File: src/rtl/uart_pkg.sv
// uart_pkg: shared definitions for the UART transmit arbiter.
//   UART_BYTE_W  width of one transmitted byte
//   arb_state_t  arbiter FSM state encoding
//   clog2()      ceiling log2, used for index and counter widths
package uart_pkg;

    localparam int UART_BYTE_W = 8;

    typedef enum logic [1:0] {
        ST_IDLE    = 2'b00,
        ST_WRITE   = 2'b01,
        ST_RELEASE = 2'b11,
        ST_DRAIN   = 2'b10
    } arb_state_t;

    function automatic int clog2(input int value);
        int r;
        r = 0;
        for (int v = value - 1; v > 0; v = v >> 1) begin
            r++;
        end
        return r;
    endfunction

endpackage

File: src/rtl/uart_tx_arbiter_if.sv
// uart_tx_arbiter_if: requester-side and transmitter-side signals of the arbiter.
//   req       level request per requester
//   req_data  byte of requester i at [8*i+7:8*i]
//   gnt       one-hot grant pulse
//   tx_data   byte presented to the transmitter
//   tx_wr     write strobe to the transmitter
//   tx_ce     chip enable to the transmitter (same timing as tx_wr)
//   tx_busy   transmitter busy
// Modports: master = arbiter view, slave = clients/transmitter view.
interface uart_tx_arbiter_if
    import uart_pkg::*;
#(
    parameter int N_REQ = 4
);
    logic [N_REQ-1:0]             req;
    logic [UART_BYTE_W*N_REQ-1:0] req_data;
    logic [N_REQ-1:0]             gnt;
    logic [UART_BYTE_W-1:0]       tx_data;
    logic                         tx_wr;
    logic                         tx_ce;
    logic                         tx_busy;

    modport master (
        input  req, req_data, tx_busy,
        output gnt, tx_data, tx_wr, tx_ce
    );

    modport slave (
        output req, req_data, tx_busy,
        input  gnt, tx_data, tx_wr, tx_ce
    );
endinterface

File: src/rtl/uart_tx_arbiter_rr_pick.sv
// rr_pick: combinational round-robin selector.
//   req  request vector
//   ptr  index of the previous winner; search starts just after it
//   gnt  one-hot winner
//   idx  index of the winner
//   vld  at least one request set
module rr_pick
    import uart_pkg::*;
#(
    parameter int N_REQ = 4
) (
    input  logic [N_REQ-1:0]        req,
    input  logic [clog2(N_REQ)-1:0] ptr,
    output logic [N_REQ-1:0]        gnt,
    output logic [clog2(N_REQ)-1:0] idx,
    output logic                    vld
);
    localparam int IW = clog2(N_REQ);

    int cand;

    always_comb begin
        gnt  = '0;
        idx  = '0;
        vld  = 1'b0;
        cand = 0;
        for (int k = 1; k <= N_REQ; k++) begin
            cand = (int'(ptr) + k) % N_REQ;
            if (!vld && req[IW'(cand)]) begin
                vld             = 1'b1;
                idx             = IW'(cand);
                gnt[IW'(cand)]  = 1'b1;
            end
        end
    end
endmodule

File: src/rtl/uart_tx_arbiter.sv
// uart_tx_arbiter: shares one UART byte transmitter between N_REQ requesters
// with round-robin arbitration. One byte is captured per grant, then tx_wr/tx_ce
// are held for WR_CYCLES clocks so the transmitter's divided clock sees them,
// and the arbiter waits for the frame (tx_busy high then low) before granting again.
// Ports:
//   clk          system clock
//   rst          synchronous reset, active-low
//   bus          uart_tx_arbiter_if.master (req/req_data/gnt, tx_data/tx_wr/tx_ce/tx_busy)
//   owner        index of the last granted requester
//   active       high whenever the FSM is not idle
//   timeout_err  sticky timeout flag
// Option: define UART_ARB_TIMEOUT_EN to abort RELEASE/DRAIN after TO_CYCLES
// clocks and raise timeout_err; otherwise those states wait indefinitely.
module uart_tx_arbiter
    import uart_pkg::*;
#(
    parameter int N_REQ     = 4,
    parameter int WR_CYCLES = 24,
    parameter int TO_CYCLES = 4096
) (
    input  logic                    clk,
    input  logic                    rst,
    uart_tx_arbiter_if.master       bus,
    output logic [clog2(N_REQ)-1:0] owner,
    output logic                    active,
    output logic                    timeout_err
);
    localparam int IW    = clog2(N_REQ);
    localparam int CNT_W = clog2(((WR_CYCLES > TO_CYCLES) ? WR_CYCLES : TO_CYCLES) + 1);

    arb_state_t             state_q, state_d;
    logic [CNT_W-1:0]       wr_cnt_q, wr_cnt_d;
    logic [IW-1:0]          rr_q, rr_d;
    logic [IW-1:0]          owner_q, owner_d;
    logic [UART_BYTE_W-1:0] data_q, data_d;
    logic [N_REQ-1:0]       gnt_q, gnt_d;
    logic                   wr_q, wr_d;

    logic [N_REQ-1:0]       pick_gnt;
    logic [IW-1:0]          pick_idx;
    logic                   pick_vld;
    logic [UART_BYTE_W-1:0] req_bytes [N_REQ];

`ifdef UART_ARB_TIMEOUT_EN
    logic [CNT_W-1:0]       to_cnt_q, to_cnt_d;
    logic                   err_q, err_d;
`endif

    rr_pick #(.N_REQ(N_REQ)) u_rr_pick (
        .req (bus.req),
        .ptr (rr_q),
        .gnt (pick_gnt),
        .idx (pick_idx),
        .vld (pick_vld)
    );

    always_comb begin
        for (int i = 0; i < N_REQ; i++) begin
            req_bytes[i] = bus.req_data[UART_BYTE_W*i +: UART_BYTE_W];
        end
    end

    always_comb begin
        state_d  = state_q;
        wr_cnt_d = wr_cnt_q;
        rr_d     = rr_q;
        owner_d  = owner_q;
        data_d   = data_q;
        gnt_d    = '0;
        wr_d     = 1'b0;
        unique case (state_q)
            ST_IDLE: begin
                wr_cnt_d = '0;
                if (pick_vld && !bus.tx_busy) begin
                    gnt_d   = pick_gnt;
                    data_d  = req_bytes[pick_idx];
                    owner_d = pick_idx;
                    rr_d    = pick_idx;
                    state_d = ST_WRITE;
                end
            end
            // First WRITE cycle only launches the strobe, so tx_wr rises one
            // clock after gnt and is then high for exactly WR_CYCLES clocks.
            ST_WRITE: begin
                if (wr_cnt_q == CNT_W'(WR_CYCLES)) begin
                    wr_cnt_d = '0;
                    state_d  = ST_RELEASE;
                end else begin
                    wr_cnt_d = wr_cnt_q + 1'b1;
                    wr_d     = 1'b1;
                end
            end
            ST_RELEASE: begin
                if (bus.tx_busy) begin
                    state_d = ST_DRAIN;
                end
            end
            ST_DRAIN: begin
                if (!bus.tx_busy) begin
                    state_d = ST_IDLE;
                end
            end
            default: state_d = ST_IDLE;
        endcase

`ifdef UART_ARB_TIMEOUT_EN
        // Timeout restarts on every state change, so RELEASE and DRAIN are
        // each allowed TO_CYCLES clocks on their own.
        to_cnt_d = '0;
        err_d    = err_q;
        if ((state_q == ST_RELEASE || state_q == ST_DRAIN) && state_d == state_q) begin
            if (to_cnt_q == CNT_W'(TO_CYCLES - 1)) begin
                state_d = ST_IDLE;
                err_d   = 1'b1;
            end else begin
                to_cnt_d = to_cnt_q + 1'b1;
            end
        end
`endif
    end

    always_ff @(posedge clk) begin
        if (!rst) begin
            state_q  <= ST_IDLE;
            wr_cnt_q <= '0;
            rr_q     <= IW'(N_REQ - 1);
            owner_q  <= '0;
            data_q   <= '0;
            gnt_q    <= '0;
            wr_q     <= 1'b0;
        end else begin
            state_q  <= state_d;
            wr_cnt_q <= wr_cnt_d;
            rr_q     <= rr_d;
            owner_q  <= owner_d;
            data_q   <= data_d;
            gnt_q    <= gnt_d;
            wr_q     <= wr_d;
        end
    end

`ifdef UART_ARB_TIMEOUT_EN
    always_ff @(posedge clk) begin
        if (!rst) begin
            to_cnt_q <= '0;
            err_q    <= 1'b0;
        end else begin
            to_cnt_q <= to_cnt_d;
            err_q    <= err_d;
        end
    end
    assign timeout_err = err_q;
`else
    assign timeout_err = 1'b0;
`endif

    assign bus.gnt     = gnt_q;
    assign bus.tx_data = data_q;
    assign bus.tx_wr   = wr_q;
    assign bus.tx_ce   = wr_q;
    assign owner       = owner_q;
    assign active      = (state_q != ST_IDLE);
endmodule

File: src/flat_wrapper.sv
// flat-port wrapper written by rule: the top's interface ports become plain ports
module uart_tx_arbiter_flat import uart_pkg::*;
#(
    parameter int N_REQ     = 4,
    parameter int WR_CYCLES = 24,
    parameter int TO_CYCLES = 4096
)
  (clk, rst, owner, active, timeout_err, bus_req, bus_req_data, bus_tx_busy, bus_gnt, bus_tx_data, bus_tx_wr, bus_tx_ce);
  uart_tx_arbiter_if #(.N_REQ(N_REQ)) bus_i ();
  input  logic clk;
  input  logic rst;
  output logic [clog2(N_REQ)-1:0] owner;
  output logic active;
  output logic timeout_err;
  input wire logic [$bits(bus_i.req)-1:0] bus_req;
  input wire logic [$bits(bus_i.req_data)-1:0] bus_req_data;
  input wire logic [$bits(bus_i.tx_busy)-1:0] bus_tx_busy;
  output wire logic [$bits(bus_i.gnt)-1:0] bus_gnt;
  output wire logic [$bits(bus_i.tx_data)-1:0] bus_tx_data;
  output wire logic [$bits(bus_i.tx_wr)-1:0] bus_tx_wr;
  output wire logic [$bits(bus_i.tx_ce)-1:0] bus_tx_ce;
  assign bus_i.req = bus_req;
  assign bus_i.req_data = bus_req_data;
  assign bus_i.tx_busy = bus_tx_busy;
  assign bus_gnt = bus_i.gnt;
  assign bus_tx_data = bus_i.tx_data;
  assign bus_tx_wr = bus_i.tx_wr;
  assign bus_tx_ce = bus_i.tx_ce;
  uart_tx_arbiter #(.N_REQ(N_REQ), .WR_CYCLES(WR_CYCLES), .TO_CYCLES(TO_CYCLES)) u_core (.clk(clk), .rst(rst), .bus(bus_i), .owner(owner), .active(active), .timeout_err(timeout_err));
endmodule
File: config.mk
export PLATFORM = sky130hd
export DESIGN_NAME = uart_tx_arbiter_flat
export DESIGN_NICKNAME = d
export VERILOG_FILES = /design/src/rtl/uart_pkg.sv /design/src/rtl/uart_tx_arbiter_if.sv /design/src/rtl/uart_tx_arbiter_rr_pick.sv /design/src/rtl/uart_tx_arbiter.sv /design/src/flat_wrapper.sv
export SDC_FILE = /design/constraint.sdc
export NUM_CORES = 1
export LEC_CHECK = 0
export CELL_PAD_IN_SITES_DETAIL_PLACEMENT = 1
export CELL_PAD_IN_SITES_GLOBAL_PLACEMENT = 1
export CORE_ASPECT_RATIO = 0.6
export CORE_MARGIN = 3
export CORE_UTILIZATION = 24
export DETAILED_ROUTE_END_ITERATION = 10
export PLACE_DENSITY = 0.57
export SLEW_MARGIN = 20
export SYNTH_ARGS = -nofsm -noshare
export SYNTH_HDL_FRONTEND = slang
export SYNTH_HIERARCHICAL = 1
export SYNTH_SLANG_ARGS = --single-unit
export TNS_END_PERCENT = 50
File: constraint.sdc
create_clock -name clk -period 4.1 [get_ports clk]
set_input_delay 0.615 -clock clk [delete_from_list [all_inputs] [get_ports clk]]
set_output_delay 0.615 -clock clk [all_outputs]
set_load 0.03 [all_outputs]
==> out/qor.yml, run 1 <==
p_leak_uw: 0.00103
cts_inserted_buffers: 5
startpoint_type: "flop"
area_growth_pct: 38.5
rsz0062_at_grt: "false"
grt_usage: 0.126
status: "complete, no violations"
synthDominantCellAreaShare: 0.310
setup_tns_ns: 0
firstDrtPassIters: 4
viasPerCell: 4.81
place_inst: 389
synth_warnings: 6
report.final.slew_viol_count: 0
synthFlopType: "dfxtp_1"
setup_viol: 0
hpwl_um: 4660
clkLatencyLatePin_ns: 0.27
max_slew_margin: 0.459
critPathBufInv: 3
clock_sinks: 32
power.density_nw_per_um2: 374
ant_nets: 0
die_w_um: 126
initial_core_util: 0.255
cp.depth: 11
design.die.area_um2: 9790
drive_gt1_frac: 0.104
netlist.top_cell.by_area: "dfxtp_1"
reg2reg_slack_ns: 0.98
cts.clk_slew.worst_paths_ns: 0.05
finalCritPeriodShare: 0.761
pin_count: 57
netlist_area_um2: 2070
ys_ff_latch: 32
critPathMaxFanout: 15
drv_cap: 0
finalClockSkew_ns: 0.00291
vias: 1910
ys_seq_area_frac: 0.310
ir_drop_mv: 0.145
cpPeakStageDelay_ns: 0.52
layout.cells.non_filler: 397
fin_nets: 337
cts_root_buf: "clkbuf_16"
regToRegEndpoint: "u_core/bus.tx_data[4]"
reg2reg_from: "u_core/rr_q[0]"
clock_path_buffers: 2
critPathArrivalTime_ns: 3.25
cts_htree_levels: 2
crit_chain: "buf_4, inv_1, ha_1, mux4_2, nor2b_4, o21ai_0, a21oi_1, buf_4, mux4_2, nand2_1, a21oi_1"
ys_types: 52
endpoint_kind: "flop"
yosys-top-cells-area: "dfxtp_1, mux4_2, nand2_1"
cts-resized-gates: 0
postSynth.asyncResetShare: 0
min_path_type: "flop to flop"
min_period_ns: 3.12
cp.required_ns: 4.23
slowest_stage: "mux4_2"
hold_viol_final: 0
route.detailed.drc: 0
startpoint: "u_core/rr_q[0]"
avgSynthCellArea_um2: 8.79
antenna_found_initial: 0
first_iter_violations: 97
synth_edf_count: 0
port-buffer-count: 55
postSynthCellCount: 235
grt_max_degree: 22
wire_per_inst_um: 15.2
hold_buffers: 0
crit_type: "flop to flop"
layout_common_cells: "clkdlybuf4s50_1, nand2_1, dfxtp_1, a21oi_1, nor2_1"
place.gp.congestion: 0.831
syn-num-nets: 284
post_cts.repair.setup_buffers: 0
grt_pass1_wl_um: 9750
die_h_um: 77.9
core_um2: 8100
crit_end: "u_core/bus.tx_data[4]"
grt-ovfl-total: 0
drt-total-wl_um: 6050
layout_commonest_cell: "clkdlybuf4s50_1"
worstRegToRegCells: 11
cp_top_family: "multiplexers"
cts_tree: "done"
grt_pass1_vias: 1833
row_count: 25
fmax_mhz: 320
diodes: 0
worstMarginPinSlew_ns: 0.804
[layout make-up]
type	instances	area (um^2)
clock buffer	8	146
fill	949	5240
inverter	9	33.8
multi-input combinational	181	1330
sequential	32	641
tap	108	135
timing repair buffer	59	581
[cell usage after synthesis, types with 2 or more instances]
cell type,count
a311oi_2,2
dfxtp_1,32
a21oi_1,19
o22ai_1,3
buf_4,2
and3_1,5
nor3_1,4
nor2_1,18
o21ai_1,3
inv_1,9
or2_1,2
xnor2_1,5
nand3b_1,4
mux4_2,11
a31oi_1,5
clkbuf_1,8
nor4_1,5
o21ai_0,4
nand2b_1,3
nand3_1,6
mux2i_1,5
nand2_1,40
ha_1,10
buf_2,2
[logic make-up after synthesis]
group	share of synthesized area
AO/OA/AOI/OAI	0.151
adder cells (fa/ha/maj)	0.0606
multiplexers	0.162
flip-flops	0.310
other	0.00182
buffers and inverters	0.0485
AND/OR/NAND/NOR	0.240
XOR/XNOR	0.0254
[stage by stage]
step	setup slack [ns]	utilization	cell area [um^2]	hold WS (ns)	power, uW
final	0.978	0.353	2860	0.456	1070
after floorplan	0.853	-	2070	0.474	586
after CTS	0.966	0.353	2860	0.461	1090
after detailed placement	0.820	0.335	2720	0.451	710
after global placement	0.892	0.335	2720	0.443	712
after global routing	0.757	0.353	2860	0.472	1140
[worst min-delay path by stage]
stage | depth (start not counted) | start | slack [ns] | end
3_5_place_dp | 2 | u_core/bus.tx_data[5] | 0.45 | u_core/bus.tx_data[5]
4_1_cts | 2 | u_core/bus.tx_data[7] | 0.46 | u_core/bus.tx_data[7]
3_3_place_gp | 2 | u_core/bus.tx_data[6] | 0.44 | u_core/bus.tx_data[6]
5_1_grt | 2 | u_core/bus.tx_data[7] | 0.47 | u_core/bus.tx_data[7]
6_report | 2 | u_core/bus.tx_data[7] | 0.46 | u_core/bus.tx_data[7]
2_1_floorplan | 2 | u_core/wr_cnt_q[1] | 0.47 | u_core/wr_cnt_q[1]
[worst register-to-register path: cells and delay by family (launching register included)]
kind	cells	cell delay [ns]
AND/OR/NAND/NOR	2	0.28
adder cells (fa/ha/maj)	1	0.49
AO/OA/AOI/OAI	3	0.34
buffers and inverters	3	0.59
flip-flops	1	0.30
multiplexers	2	0.97
[state kept, by name, indices dropped and copies added, names as in the netlist]
name,count
u_core/wr_cnt_q,13
u_core/bus.tx_data,8
u_core/bus.gnt,4
u_core/owner,2
u_core/rr_q,2
u_core/state_q,2
u_core/bus.tx_ce,1
[routing by layer]
| layer | wire length, um | vias up | track usage |
|---|---|---|---|
| met2 | 2190 | 57 | 0.157 |
| met3 | 569 | 5 | 0.0591 |
| met4 | 63 | 0 | 0.0385 |
| li1 | - | 951 | - |
| met1 | 3230 | 897 | 0.185 |
| met5 | 0 | - | 0 |
[where the power goes]
group          switching, uW  internal [uW]  leakage [uW]
Combinational            186            175      0.000702
Sequential              10.0            331      0.000261
Clock                    126            242     0.0000712
Total                    322            747       0.00103
No activity file was read; power rests on OpenSTA's default activity.
==> inputs of run 2 (changes only) <==
==> constraint.sdc (replaced) <==
create_clock -name clk -period 3.14 [get_ports clk]
set_input_delay 0.471 -clock clk [delete_from_list [all_inputs] [get_ports clk]]
set_output_delay 0.471 -clock clk [all_outputs]
set_load 0.03 [all_outputs]
==> out/qor.yml, run 2 (synthesis results as in run 1) <==
ant_nets: 0
power.total_uw: 1440
post_cts.repair.setup_buffers: 0
worstRegToRegCells: 10
setup_viol: 0
min_path_type: "flop to flop"
cts_tree: "done"
n_fill_cell: 947
area_growth_pct: 41.2
p_leak_uw: 0.00107
cts_htree_levels: 2
fmax_mhz: 359
finalClockSkew_ns: 0.00567
grt_usage: 0.130
power.density_nw_per_um2: 494
cp.required_ns: 3.26
grt_pass1_wl_um: 10400
drive_gt1_frac: 0.123
crit_type: "input port to flop"
report.final.slew_viol_count: 0
critPathMaxFanout: 9
status: "complete, no violations"
startpoint: "bus_req[3]"
firstDrtPassIters: 4
clkLatencyLatePin_ns: 0.27
drt-total-wl_um: 6200
finalCritPeriodShare: 0.886
top_layer: "met4"
min_period_ns: 2.78
startpoint_type: "input port"
critPathArrivalTime_ns: 2.90
endpoint_kind: "flop"
clock_path_buffers: 2
grt_max_degree: 22
place.gp.congestion: 0.797
max_slew_margin: 0.341
met3WireLength_um: 595
drv_cap: 0
core_um2: 8100
cts-resized-gates: 0
crit_chain: "clkdlybuf4s50_1, mux4_2, nor2b_4, o21ai_0, a21oi_1, buf_4, mux4_2, nand2_1, a21oi_1"
vias: 1949
fin_nets: 342
rsz0062_at_grt: "false"
cts.clk_slew.worst_paths_ns: 0.05
hp-start: "u_core/owner[0]"
design.die.area_um2: 9790
crit_end: "u_core/bus.tx_data[0]"
die_h_um: 77.9
port-buffer-count: 55
antenna_found_initial: 0
hpwl_um: 4830
reg2reg_from: "u_core/rr_q[1]"
viasPerCell: 4.86
cts_inserted_buffers: 5
hold_viol_final: 0
pin_count: 57
reg2reg_slack_ns: 0.36
initial_core_util: 0.255
wl_met2_um: 2410
grt-ovfl-total: 0
cts_root_buf: "clkbuf_16"
layout_common_cells: "clkdlybuf4s50_1, nand2_1, dfxtp_1, a21oi_1, nor2_1"
worstMarginPinSlew_ns: 0.985
clock_sinks: 32
top_register: "u_core/wr_cnt_q"
largest_reg_flops: 13
route.detailed.drc: 0
wire_per_inst_um: 15.4
diodes: 0
first_iter_violations: 99
ir_drop_mv: 0.197
row_count: 25
regToRegEndpoint: "u_core/bus.tx_data[0]"
cpPeakStageDelay_ns: 0.59
hold_buffers: 0
die_w_um: 126
layout_commonest_cell: "clkdlybuf4s50_1"
grt_pass1_vias: 2000
drt-met1-wl_um: 3160
setup_tns_ns: 0
slowest_stage: "mux4_2"
run 2: stage by stage:
| stage | setup slack (ns) | area (um^2) | instances | util | hold slack (ns) |
|---|---|---|---|---|---|
| floorplan | 0.108 | 2070 | 235 | - | 0.474 |
| global placement | 0.145 | 2770 | 394 | 0.341 | 0.442 |
| detailed placement | 0.0915 | 2770 | 394 | 0.341 | 0.452 |
| CTS | 0.333 | 2920 | 401 | 0.360 | 0.459 |
| global route | 0.116 | 2920 | 401 | 0.360 | 0.487 |
| finish | 0.358 | 2920 | 401 | 0.360 | 0.456 |
run 2: how the worst min path moves through the flow:
stage	to	slack, ns	cells past startpoint
2_1_floorplan	u_core/wr_cnt_q[1]	0.47	2
3_3_place_gp	u_core/bus.tx_data[5]	0.44	2
3_5_place_dp	u_core/bus.tx_data[1]	0.45	2
4_1_cts	u_core/bus.tx_data[4]	0.46	2
5_1_grt	u_core/bus.tx_data[6]	0.49	2
6_report	u_core/owner[0]	0.46	2
run 2: area by class of cell:
cell class | count | area [um^2] | area share
Multi-Input combinational cell | 181 | 1330 | 0.454
Sequential cell | 32 | 641 | 0.220
Timing Repair Buffer | 64 | 631 | 0.216
Clock buffer | 7 | 153 | 0.0523
Tap cell | 108 | 135 | 0.0463
Inverter | 9 | 33.8 | 0.0116
run 2: layer usage:
layer	vias to the layer above	GRT usage
met5	-	0
met4	0	0.0257
met3	2	0.0509
met2	66	0.178
met1	917	0.190
li1	964	-
run 2: critical path, delay by kind of cell:
kind | cells | cell delay [ns]
buffers and inverters | 2 | 0.79
muxes | 2 | 1.11
AOI/OAI and AO/OA | 3 | 0.30
and+or+nand+nor | 2 | 0.22
run 2: power by group:
part,switching (uW),internal (uW),total [uW]
combinational,251,255,506
clock,160,332,491
sequential,13.3,432,445
total,424,1020,1440
